===== config.mk =====
export PLATFORM = sky130hd
export DESIGN_NAME = core_writeback
export DESIGN_NICKNAME = d
export VERILOG_FILES = /design/src/rtl/core_pkg.sv /design/src/rtl/wb_load_align.sv /design/src/rtl/core_writeback.sv
export SDC_FILE = /design/constraint.sdc
export NUM_CORES = 1
export LEC_CHECK = 0
export CAP_MARGIN = 20
export CORE_AREA = 10 10 122 124
export CTS_BUF_LIST = sky130_fd_sc_hd__clkbuf_4
export DETAILED_ROUTE_END_ITERATION = 7
export DIE_AREA = 0 0 132 134
export SLEW_MARGIN = 10
export SYNTH_ARGS = -nofsm -noshare
export SYNTH_HDL_FRONTEND = slang
export SYNTH_SLANG_ARGS = --single-unit

===== constraint.sdc =====
create_clock -name clk -period 4.8 [get_ports clk]
set_input_delay 0.48 -clock clk [delete_from_list [all_inputs] [get_ports clk]]
set_output_delay 0.48 -clock clk [all_outputs]
set_load 0.005 [all_outputs]

===== src/rtl/core_pkg.sv =====
// Shared types for the i2d core writeback path.
package core_pkg;

  typedef enum logic {
    WB_SEL_ALU  = 1'b0,
    WB_SEL_LOAD = 1'b1
  } wb_sel_t;

  typedef enum logic [1:0] {
    LD_B = 2'd0,
    LD_H = 2'd1,
    LD_W = 2'd2
  } ld_size_t;

  typedef enum logic {
    WB_IDLE = 1'b0,
    WB_WAIT = 1'b1
  } wb_state_t;

endpackage


===== src/rtl/wb_load_align.sv =====
// Combinational sub-word load alignment with zero/sign extension.
module wb_load_align
  import core_pkg::*;
(
  input  ld_size_t    size,
  input  logic        ld_signed,
  input  logic [1:0]  addr_lo,
  input  logic [31:0] rdata,
  output logic [31:0] data
);

  logic [7:0]  byte_v;
  logic [15:0] half_v;

  always_comb begin
    byte_v = rdata[{addr_lo, 3'b000} +: 8];
    half_v = rdata[{addr_lo[1], 4'b0000} +: 16];
    case (size)
      LD_B:    data = {{24{ld_signed & byte_v[7]}}, byte_v};
      LD_H:    data = {{16{ld_signed & half_v[15]}}, half_v};
      default: data = rdata;
    endcase
  end

endmodule


===== src/rtl/core_writeback.sv =====
// Writeback stage: ALU/load register-file write, bypass value and load watchdog.
// Define WB_LOAD_EXT_EN to compile in sub-word load alignment and extension.
module core_writeback
  import core_pkg::*;
#(
  parameter int unsigned LOAD_TIMEOUT = 16
) (
  input  logic        clk,
  input  logic        rst,
  input  logic        ex_valid,
  output logic        ex_ready,
  input  wb_sel_t     ex_wbsel,
  input  logic        ex_we,
  input  logic [4:0]  ex_rd,
  input  logic [31:0] ex_result,
  input  ld_size_t    ex_ld_size,
  input  logic        ex_ld_signed,
  input  logic [1:0]  ex_addr_lo,
  input  logic        lsu_rvalid,
  input  logic [31:0] lsu_rdata,
  output logic        rf_we,
  output logic [4:0]  rf_waddr,
  output logic [31:0] rf_wdata,
  output logic [31:0] wb_data,
  output logic        wb_err
);

  localparam int unsigned TW = $clog2(LOAD_TIMEOUT);

  wb_state_t   state_q, state_d;
  logic [TW-1:0] timer_q, timer_d;
  logic [4:0]  ld_rd_q, ld_rd_d;
  logic        ld_we_q, ld_we_d;
  logic        rf_we_q, rf_we_d;
  logic [4:0]  rf_waddr_q, rf_waddr_d;
  logic [31:0] rf_wdata_q, rf_wdata_d;
  logic [31:0] wb_data_q, wb_data_d;
  logic        wb_err_q, wb_err_d;
  logic [31:0] load_data;

`ifdef WB_LOAD_EXT_EN
  ld_size_t    ld_size_q, ld_size_d;
  logic        ld_signed_q, ld_signed_d;
  logic [1:0]  ld_addr_q, ld_addr_d;

  wb_load_align u_align (
    .size      (ld_size_q),
    .ld_signed (ld_signed_q),
    .addr_lo   (ld_addr_q),
    .rdata     (lsu_rdata),
    .data      (load_data)
  );
`else
  // Without the extension path the raw word is written for every size.
  logic unused_ld_cfg;
  assign unused_ld_cfg = ^{ex_ld_size, ex_ld_signed, ex_addr_lo};
  assign load_data     = lsu_rdata;
`endif

  assign ex_ready = (state_q == WB_IDLE);
  assign rf_we    = rf_we_q;
  assign rf_waddr = rf_waddr_q;
  assign rf_wdata = rf_wdata_q;
  assign wb_data  = wb_data_q;
  assign wb_err   = wb_err_q;

  // Next-state, watchdog and output-register update.
  always_comb begin
    state_d    = state_q;
    timer_d    = timer_q;
    ld_rd_d    = ld_rd_q;
    ld_we_d    = ld_we_q;
    rf_we_d    = 1'b0;
    rf_waddr_d = rf_waddr_q;
    rf_wdata_d = rf_wdata_q;
    wb_data_d  = wb_data_q;
    wb_err_d   = 1'b0;
`ifdef WB_LOAD_EXT_EN
    ld_size_d   = ld_size_q;
    ld_signed_d = ld_signed_q;
    ld_addr_d   = ld_addr_q;
`endif
    case (state_q)
      WB_IDLE: begin
        if (ex_valid) begin
          if (ex_wbsel == WB_SEL_LOAD) begin
            ld_rd_d = ex_rd;
            ld_we_d = ex_we;
`ifdef WB_LOAD_EXT_EN
            ld_size_d   = ex_ld_size;
            ld_signed_d = ex_ld_signed;
            ld_addr_d   = ex_addr_lo;
`endif
            timer_d = '0;
            state_d = WB_WAIT;
          end else begin
            rf_we_d    = ex_we && (ex_rd != 5'd0);
            rf_waddr_d = ex_rd;
            rf_wdata_d = ex_result;
            if (rf_we_d) wb_data_d = ex_result;
          end
        end
      end
      WB_WAIT: begin
        // Data arriving in the timeout cycle takes priority over the error.
        if (lsu_rvalid) begin
          rf_we_d    = ld_we_q && (ld_rd_q != 5'd0);
          rf_waddr_d = ld_rd_q;
          rf_wdata_d = load_data;
          if (rf_we_d) wb_data_d = load_data;
          state_d    = WB_IDLE;
        end else if (timer_q == TW'(LOAD_TIMEOUT - 1)) begin
          wb_err_d = 1'b1;
          state_d  = WB_IDLE;
        end else begin
          timer_d = timer_q + TW'(1);
        end
      end
      default: state_d = WB_IDLE;
    endcase
  end

  always_ff @(posedge clk or negedge rst) begin
    if (!rst) begin
      state_q    <= WB_IDLE;
      timer_q    <= '0;
      ld_rd_q    <= '0;
      ld_we_q    <= 1'b0;
      rf_we_q    <= 1'b0;
      rf_waddr_q <= '0;
      rf_wdata_q <= '0;
      wb_data_q  <= '0;
      wb_err_q   <= 1'b0;
`ifdef WB_LOAD_EXT_EN
      ld_size_q   <= LD_W;
      ld_signed_q <= 1'b0;
      ld_addr_q   <= '0;
`endif
    end else begin
      state_q    <= state_d;
      timer_q    <= timer_d;
      ld_rd_q    <= ld_rd_d;
      ld_we_q    <= ld_we_d;
      rf_we_q    <= rf_we_d;
      rf_waddr_q <= rf_waddr_d;
      rf_wdata_q <= rf_wdata_d;
      wb_data_q  <= wb_data_d;
      wb_err_q   <= wb_err_d;
`ifdef WB_LOAD_EXT_EN
      ld_size_q   <= ld_size_d;
      ld_signed_q <= ld_signed_d;
      ld_addr_q   <= ld_addr_d;
`endif
    end
  end

endmodule


==> flow_summary.json, run 1 <==
{
  "synth-adder-area-share_pct": 0.343,
  "min_path_type": "reg2reg",
  "post_cts_buffers": 0,
  "skew_ps": 15.5,
  "syn-num-nets": 330,
  "route.detailed.drc": 0,
  "synthArstFlopShare_pct": 100,
  "rsz0062_at_grt": "no",
  "ir_drop_mv": 0.147,
  "status": "completed",
  "wire_per_inst_um": 17.2,
  "nFillCells": 1186,
  "critical_path.most_common_cell": "buf_4",
  "pwr-share-comb_pct": 40.0,
  "path_cells": "buf_4 > o2111ai_2 > nand2_2 > buf_4 > mux2_2",
  "rows": 41,
  "hold_viol_final": 0,
  "syn-mean-instance-area_um2": 14.7,
  "fin_nets": 478,
  "synth_compound_gate_area_share_pct": 2.19,
  "cp.depth": 5,
  "grt.total_usage_pct": 11.2,
  "stdcell_count": 574,
  "final_layout_size_suffix_gt1_share_pct": 28.4,
  "synth_seq_area_share_pct": 56.2,
  "grt_pass1_wl_mm": 16.0,
  "start_util_pct": 29.3,
  "ys_ff_latch": 82,
  "drt-total-wl_mm": 9.88,
  "p_int_w": 0.00166,
  "crit_start": "state_q$_DFF_PN0_",
  "max-slew-margin-rel_pct": 36.1,
  "placed_cells": 557,
  "leakagePower_nw": 2.22,
  "path_delay_family": "buffers and inverters",
  "ant_nets": 0,
  "synth_most_common_cell": "dfrtp_1",
  "seq_power_share_pct": 45.2,
  "r2r-start": "state_q$_DFF_PN0_",
  "vias": 2498,
  "ys_types": 28,
  "max_cap_violations": 0,
  "io_pins": 152,
  "power_density_nw_per_um2": 430,
  "grt_max_degree": 45,
  "multi_input_area_um2": 1500,
  "grt_pass1_vias": 2854,
  "dp_hpwl_mm": 7.32,
  "register_area_um2": 2050,
  "arrival_ps": 3010,
  "first_pass_iters": 4,
  "antenna_found_initial": 0,
  "dieArea_um2": 17700,
  "syn_inst": 249,
  "tightest_slew_ps": 958,
  "fp.dieH_um": 134,
  "synth_area_um2": 3650,
  "cts.htree.levels": 3,
  "netlist.area_leader.share_pct": 56.2,
  "finalSetupViolations": 0,
  "crit_fanout": 27,
  "cts.sinks": 82,
  "synth_flop_cell": "dfrtp_1",
  "synthToLayoutAreaGrowth_pct": 47.7,
  "slew_viol_final": 0,
  "fin_util_pct": 43.2,
  "period_needed_ps": 2700,
  "antenna_cells": 0,
  "numCtsBuffers": 9,
  "synth_top_family_by_area": "multiplexers",
  "synth_edf_count": 0,
  "critPathLaunchType": "flip-flop",
  "port_buffers": 146,
  "switching_share_pct": 28.3,
  "cp_slowest_cell": "dfrtp_2",
  "yosysTopAreaCell": "dfrtp_1",
  "netlist_top_cells_count": "dfrtp_1 (82), mux2_2 (65), mux2_4 (25)",
  "crit_type": "reg2reg",
  "drtIter0Drc": 88,
  "cts_tree": "yes",
  "synth-simple-area-share_pct": 4.25,
  "clk-insertion-delay-late_ps": 420,
  "max_freq_mhz": 370,
  "min_delay_path_depth": 1,
  "holdCritStartpoint": "rf_wdata[2]$_DFFE_PN0P_",
  "cp.buffers_inverters": 2,
  "ys_warn_count": 0,
  "fin_setup_tns_ps": 0,
  "synthXorXnorAreaFrac_pct": 0.240,
  "crit_path_end_kind": "flip-flop",
  "path_clk_slew_ps": 120,
  "cts_root_buf": "clkbuf_4",
  "hold_slack_ps": 520,
  "synthTopCellsByArea": "dfrtp_1 (56%), mux2_2 (20%), mux2_4 (10%)",
  "crit_path_max_incr_delay_ps": 760,
  "grt_overflow": 0,
  "p_sw_w": 0.000657,
  "die_x_um": 132,
  "critPathRequiredTime_ps": 5100,
  "gp_congestion": 0.705,
  "cts_buffer_depth": 2,
  "core_area_um2": 12500,
  "fin_crit_sh_pct": 56.3,
  "p_clk_share_pct": 14.9,
  "viasPerCell": 4.35,
  "synth.mux.area_fraction_pct": 33.9,
  "r2r_cells": 5
}
cells by family after synthesis:
group | after synthesis
XOR/XNOR | 1
multiplexers | 103
AND/OR/NAND/NOR | 30
buffers and inverters | 19
adder cells (fa/ha/maj) | 1
flip-flops | 82
AO/OA/AOI/OAI | 13
per-stage QoR:
step	power, W	setup WS, ps	area [um2]
2_1_floorplan	0.00141	2910	3650
4_1_cts	0.00237	2010	5390
3_5_place_dp	0.00201	1920	5270
3_3_place_gp	0.00199	1920	5270
5_1_grt	0.00249	1940	5390
6_report	0.00232	2100	5390
layout make-up:
class / instances / area share [%]
Multi-Input combinational cell: 148 / 27.7
Inverter: 5 / 0.348
Timing Repair Buffer: 151 / 27.8
Tap cell: 172 / 3.99
Sequential cell: 82 / 38.1
Clock inverter: 6 / 0.627
Clock buffer: 10 / 1.39
what timing repair did:
item                      CTS  global route
hold buffers                1             0
hold endpoints to repair    9             0
gates resized for setup     0             0
worst paths after layout:
| check | to | slack, ps |
|---|---|---|
| setup reg to reg | wb_data[0]$_DFFE_PN0P_ | 2100 |
| max in group asynchronous | rf_wdata[26]$_DFFE_PN0P_ | 3270 |
| min in group asynchronous | wb_data[30]$_DFFE_PN0P_ | 550 |
| setup / recovery | wb_data[0]$_DFFE_PN0P_ | 2100 |
| hold reg to reg | rf_wdata[2]$_DFFE_PN0P_ | 520 |
| hold / removal | rf_wdata[2]$_DFFE_PN0P_ | 520 |
power by group through the flow:
stage	sequential [W]	clock [W]	combinational, W
after detailed placement	0.00106	0	0.000946
after global routing	0.00108	0.000404	0.00101
after floorplan	0.00106	0	0.000356
after global placement	0.00105	0	0.000940
after CTS	0.00105	0.000366	0.000951
final	0.00105	0.000344	0.000927
flip-flops by register name (all words and copies together), names as in the netlist:
register and count:
ld_rd_q 5, ld_we_q 1, rf_we 1, wb_data 32, timer_q 4, state_q 1, wb_err 1, rf_wdata 32
rf_waddr 5
cell usage in the layout, fill, tap and decap left out, types with 2 or more instances in the layout:
cell type and n:
nand2_1 3, clkinv_2 2, clkbuf_4 10, a21oi_1 9, inv_1 5, clkdlybuf4s50_1 145
nor2_1 9, mux2_4 25, mux2i_1 13, dfrtp_1 81, nand3_1 8, mux2_2 65
clkinv_1 2, or4_1 2, buf_4 5
metal layers:
layer / vias to the layer above / GRT usage, % / wire length [um]
li1: 1178 / - / -
met1: 1218 / 13.1 / 4330
met2: 94 / 17.7 / 4520
met3: 8 / 5.79 / 929
met4: 0 / 2.84 / 95
met5: - / 0 / 0
No activity file was read; power rests on OpenSTA's default activity.
==> run 2: changes to the inputs <==
==> constraint.sdc (replaced) <==
create_clock -name clk -period 2.8 [get_ports clk]
set_input_delay 0.28 -clock clk [delete_from_list [all_inputs] [get_ports clk]]
set_output_delay 0.28 -clock clk [all_outputs]
set_load 0.005 [all_outputs]
==> run 2 against run 1 <==
  * Setup slack worse by 1300 ps
  * Flip-flop and latch count unchanged
  * Register-to-register slack got worse by 1300 ps
  * Wire length shrank 1.6%
  * Non-clock buffer count increased by 3
  * Clock-buffer cell count increased by 1
  * Via count increased by 0.36%
  * Highest routed layer unchanged
==> flow_summary.json, run 2 (synthesis results as in run 1) <==
{
  "fin_nets": 481,
  "cts_root_buf": "clkbuf_4",
  "crit_fanout": 20,
  "rows": 41,
  "vias": 2507,
  "slew_viol_final": 0,
  "arrival_ps": 2380,
  "register_area_um2": 2050,
  "core_area_um2": 12500,
  "fin_util_pct": 43.6,
  "status": "completed",
  "fin_setup_tns_ps": 0,
  "die_x_um": 132,
  "cts.htree.levels": 3,
  "hold_viol_final": 0,
  "skew_ps": 16.1,
  "cts_hold_buf": 1,
  "period_needed_ps": 2050,
  "dieArea_um2": 17700,
  "post-place-ws_ps": 502,
  "post_cts_buffers": 0,
  "grt_overflow": 0,
  "cp.buffers_inverters": 1,
  "multi_input_area_um2": 1500,
  "max_cap_violations": 0,
  "power_density_nw_per_um2": 731,
  "crit_path_max_incr_delay_ps": 550,
  "start_util_pct": 29.3,
  "gp_congestion": 0.713,
  "grt_pass1_vias": 2827,
  "antenna_found_initial": 0,
  "cp_slowest_cell": "dfrtp_2",
  "max_freq_mhz": 488,
  "dp_hpwl_mm": 7.27,
  "power_w": 0.00397,
  "finalSetupViolations": 0,
  "route.detailed.drc": 0,
  "nFillCells": 1147,
  "leakagePower_nw": 2.24,
  "max-slew-margin-rel_pct": 63.9,
  "ir_drop_mv": 0.397,
  "crit_path_end_kind": "flip-flop",
  "final_cell_mix": "clkdlybuf4s50_1 (145), dfrtp_1 (81), mux2_2 (65)",
  "wire_per_inst_um": 16.9,
  "cts_buffer_depth": 2,
  "critPathRequiredTime_ps": 3130,
  "drtIter0Drc": 107,
  "grt_max_degree": 44,
  "first_pass_iters": 4,
  "io_pins": 152,
  "fp.dieH_um": 134,
  "crit_type": "reg2reg",
  "viasPerCell": 4.35,
  "numCtsBuffers": 9,
  "grt_pass1_wl_mm": 15.7,
  "min_path_type": "in2async",
  "rsz0062_at_grt": "no",
  "cts-resized-gates": 0,
  "path_delay_family": "flip-flops",
  "timing.final.ws_setup_ps": 750,
  "r2r_slack_ps": 750,
  "port_buffers": 146,
  "antenna_cells": 0,
  "final_layout_size_suffix_gt1_share_pct": 28.7,
  "layout_commonest_cell": "clkdlybuf4s50_1",
  "cts_tree": "yes",
  "synthToLayoutAreaGrowth_pct": 48.8,
  "path_clk_slew_ps": 120,
  "tightest_slew_ps": 541,
  "grt.total_usage_pct": 11.2,
  "critPathLaunchType": "flip-flop",
  "path_cells": "nor3b_1 > o211ai_1 > nand2_2 > buf_4 > mux2_2",
  "cts.sinks": 82,
  "clk-insertion-delay-late_ps": 440,
  "hold_slack_ps": 346,
  "ant_nets": 0,
  "fin_crit_sh_pct": 73.2,
  "drt-total-wl_mm": 9.72
}
## run 2: layer usage
metal,global-route usage [%],up-vias,share of wire (%),wire [um]
li1,-,1186,-,-
met1,13.5,1220,44,4290
met2,16.8,90,46,4470
met3,5.00,11,8.2,794
met4,4.88,0,1.6,158
met5,0,-,0,0
## run 2: per-stage QoR
stage          area (um2)  cells
6_report             5430    576
5_1_grt              5430    576
4_1_cts              5430    576
3_5_place_dp         5320    560
3_3_place_gp         5320    560
2_1_floorplan        3650    249
## run 2: worst register-to-register path, stage by stage, from the launching register on
cell and delay, ps:
dfrtp_2 550, nor3b_1 380, o211ai_1 170, nand2_2 90
buf_4 370, mux2_2 390
## run 2: final timing paths
kind	from	endpoint	cells past startpoint
max	state_q$_DFF_PN0_	wb_data[0]$_DFFE_PN0P_	5
min in group clk	ex_rd[1]	ld_rd_q[1]$_DFFE_PN0P_	2
min reg2reg	rf_wdata[4]$_DFFE_PN0P_	rf_wdata[4]$_DFFE_PN0P_	1
max in group asynchronous	rst	rf_wdata[26]$_DFFE_PN0P_	3
max reg2reg	state_q$_DFF_PN0_	wb_data[0]$_DFFE_PN0P_	5
min	rst	wb_data[30]$_DFFE_PN0P_	2
## run 2: final cells by class
cell class / count / share of cell area [%]
Clock inverter: 4 / 0.369
Tap cell: 172 / 3.96
Timing Repair Buffer: 154 / 28.5
Multi-Input combinational cell: 148 / 27.5
Clock buffer: 11 / 1.52
Inverter: 5 / 0.346
Sequential cell: 82 / 37.8
## run 2: power by group
group | internal, W | leakage [nW] | switching (W)
registers | 0.00156 | 0.964 | 0.000219
logic | 0.00111 | 1.22 | 0.000498
clock network | 0.000191 | 0.0578 | 0.000387
total | 0.00287 | 2.24 | 0.00110
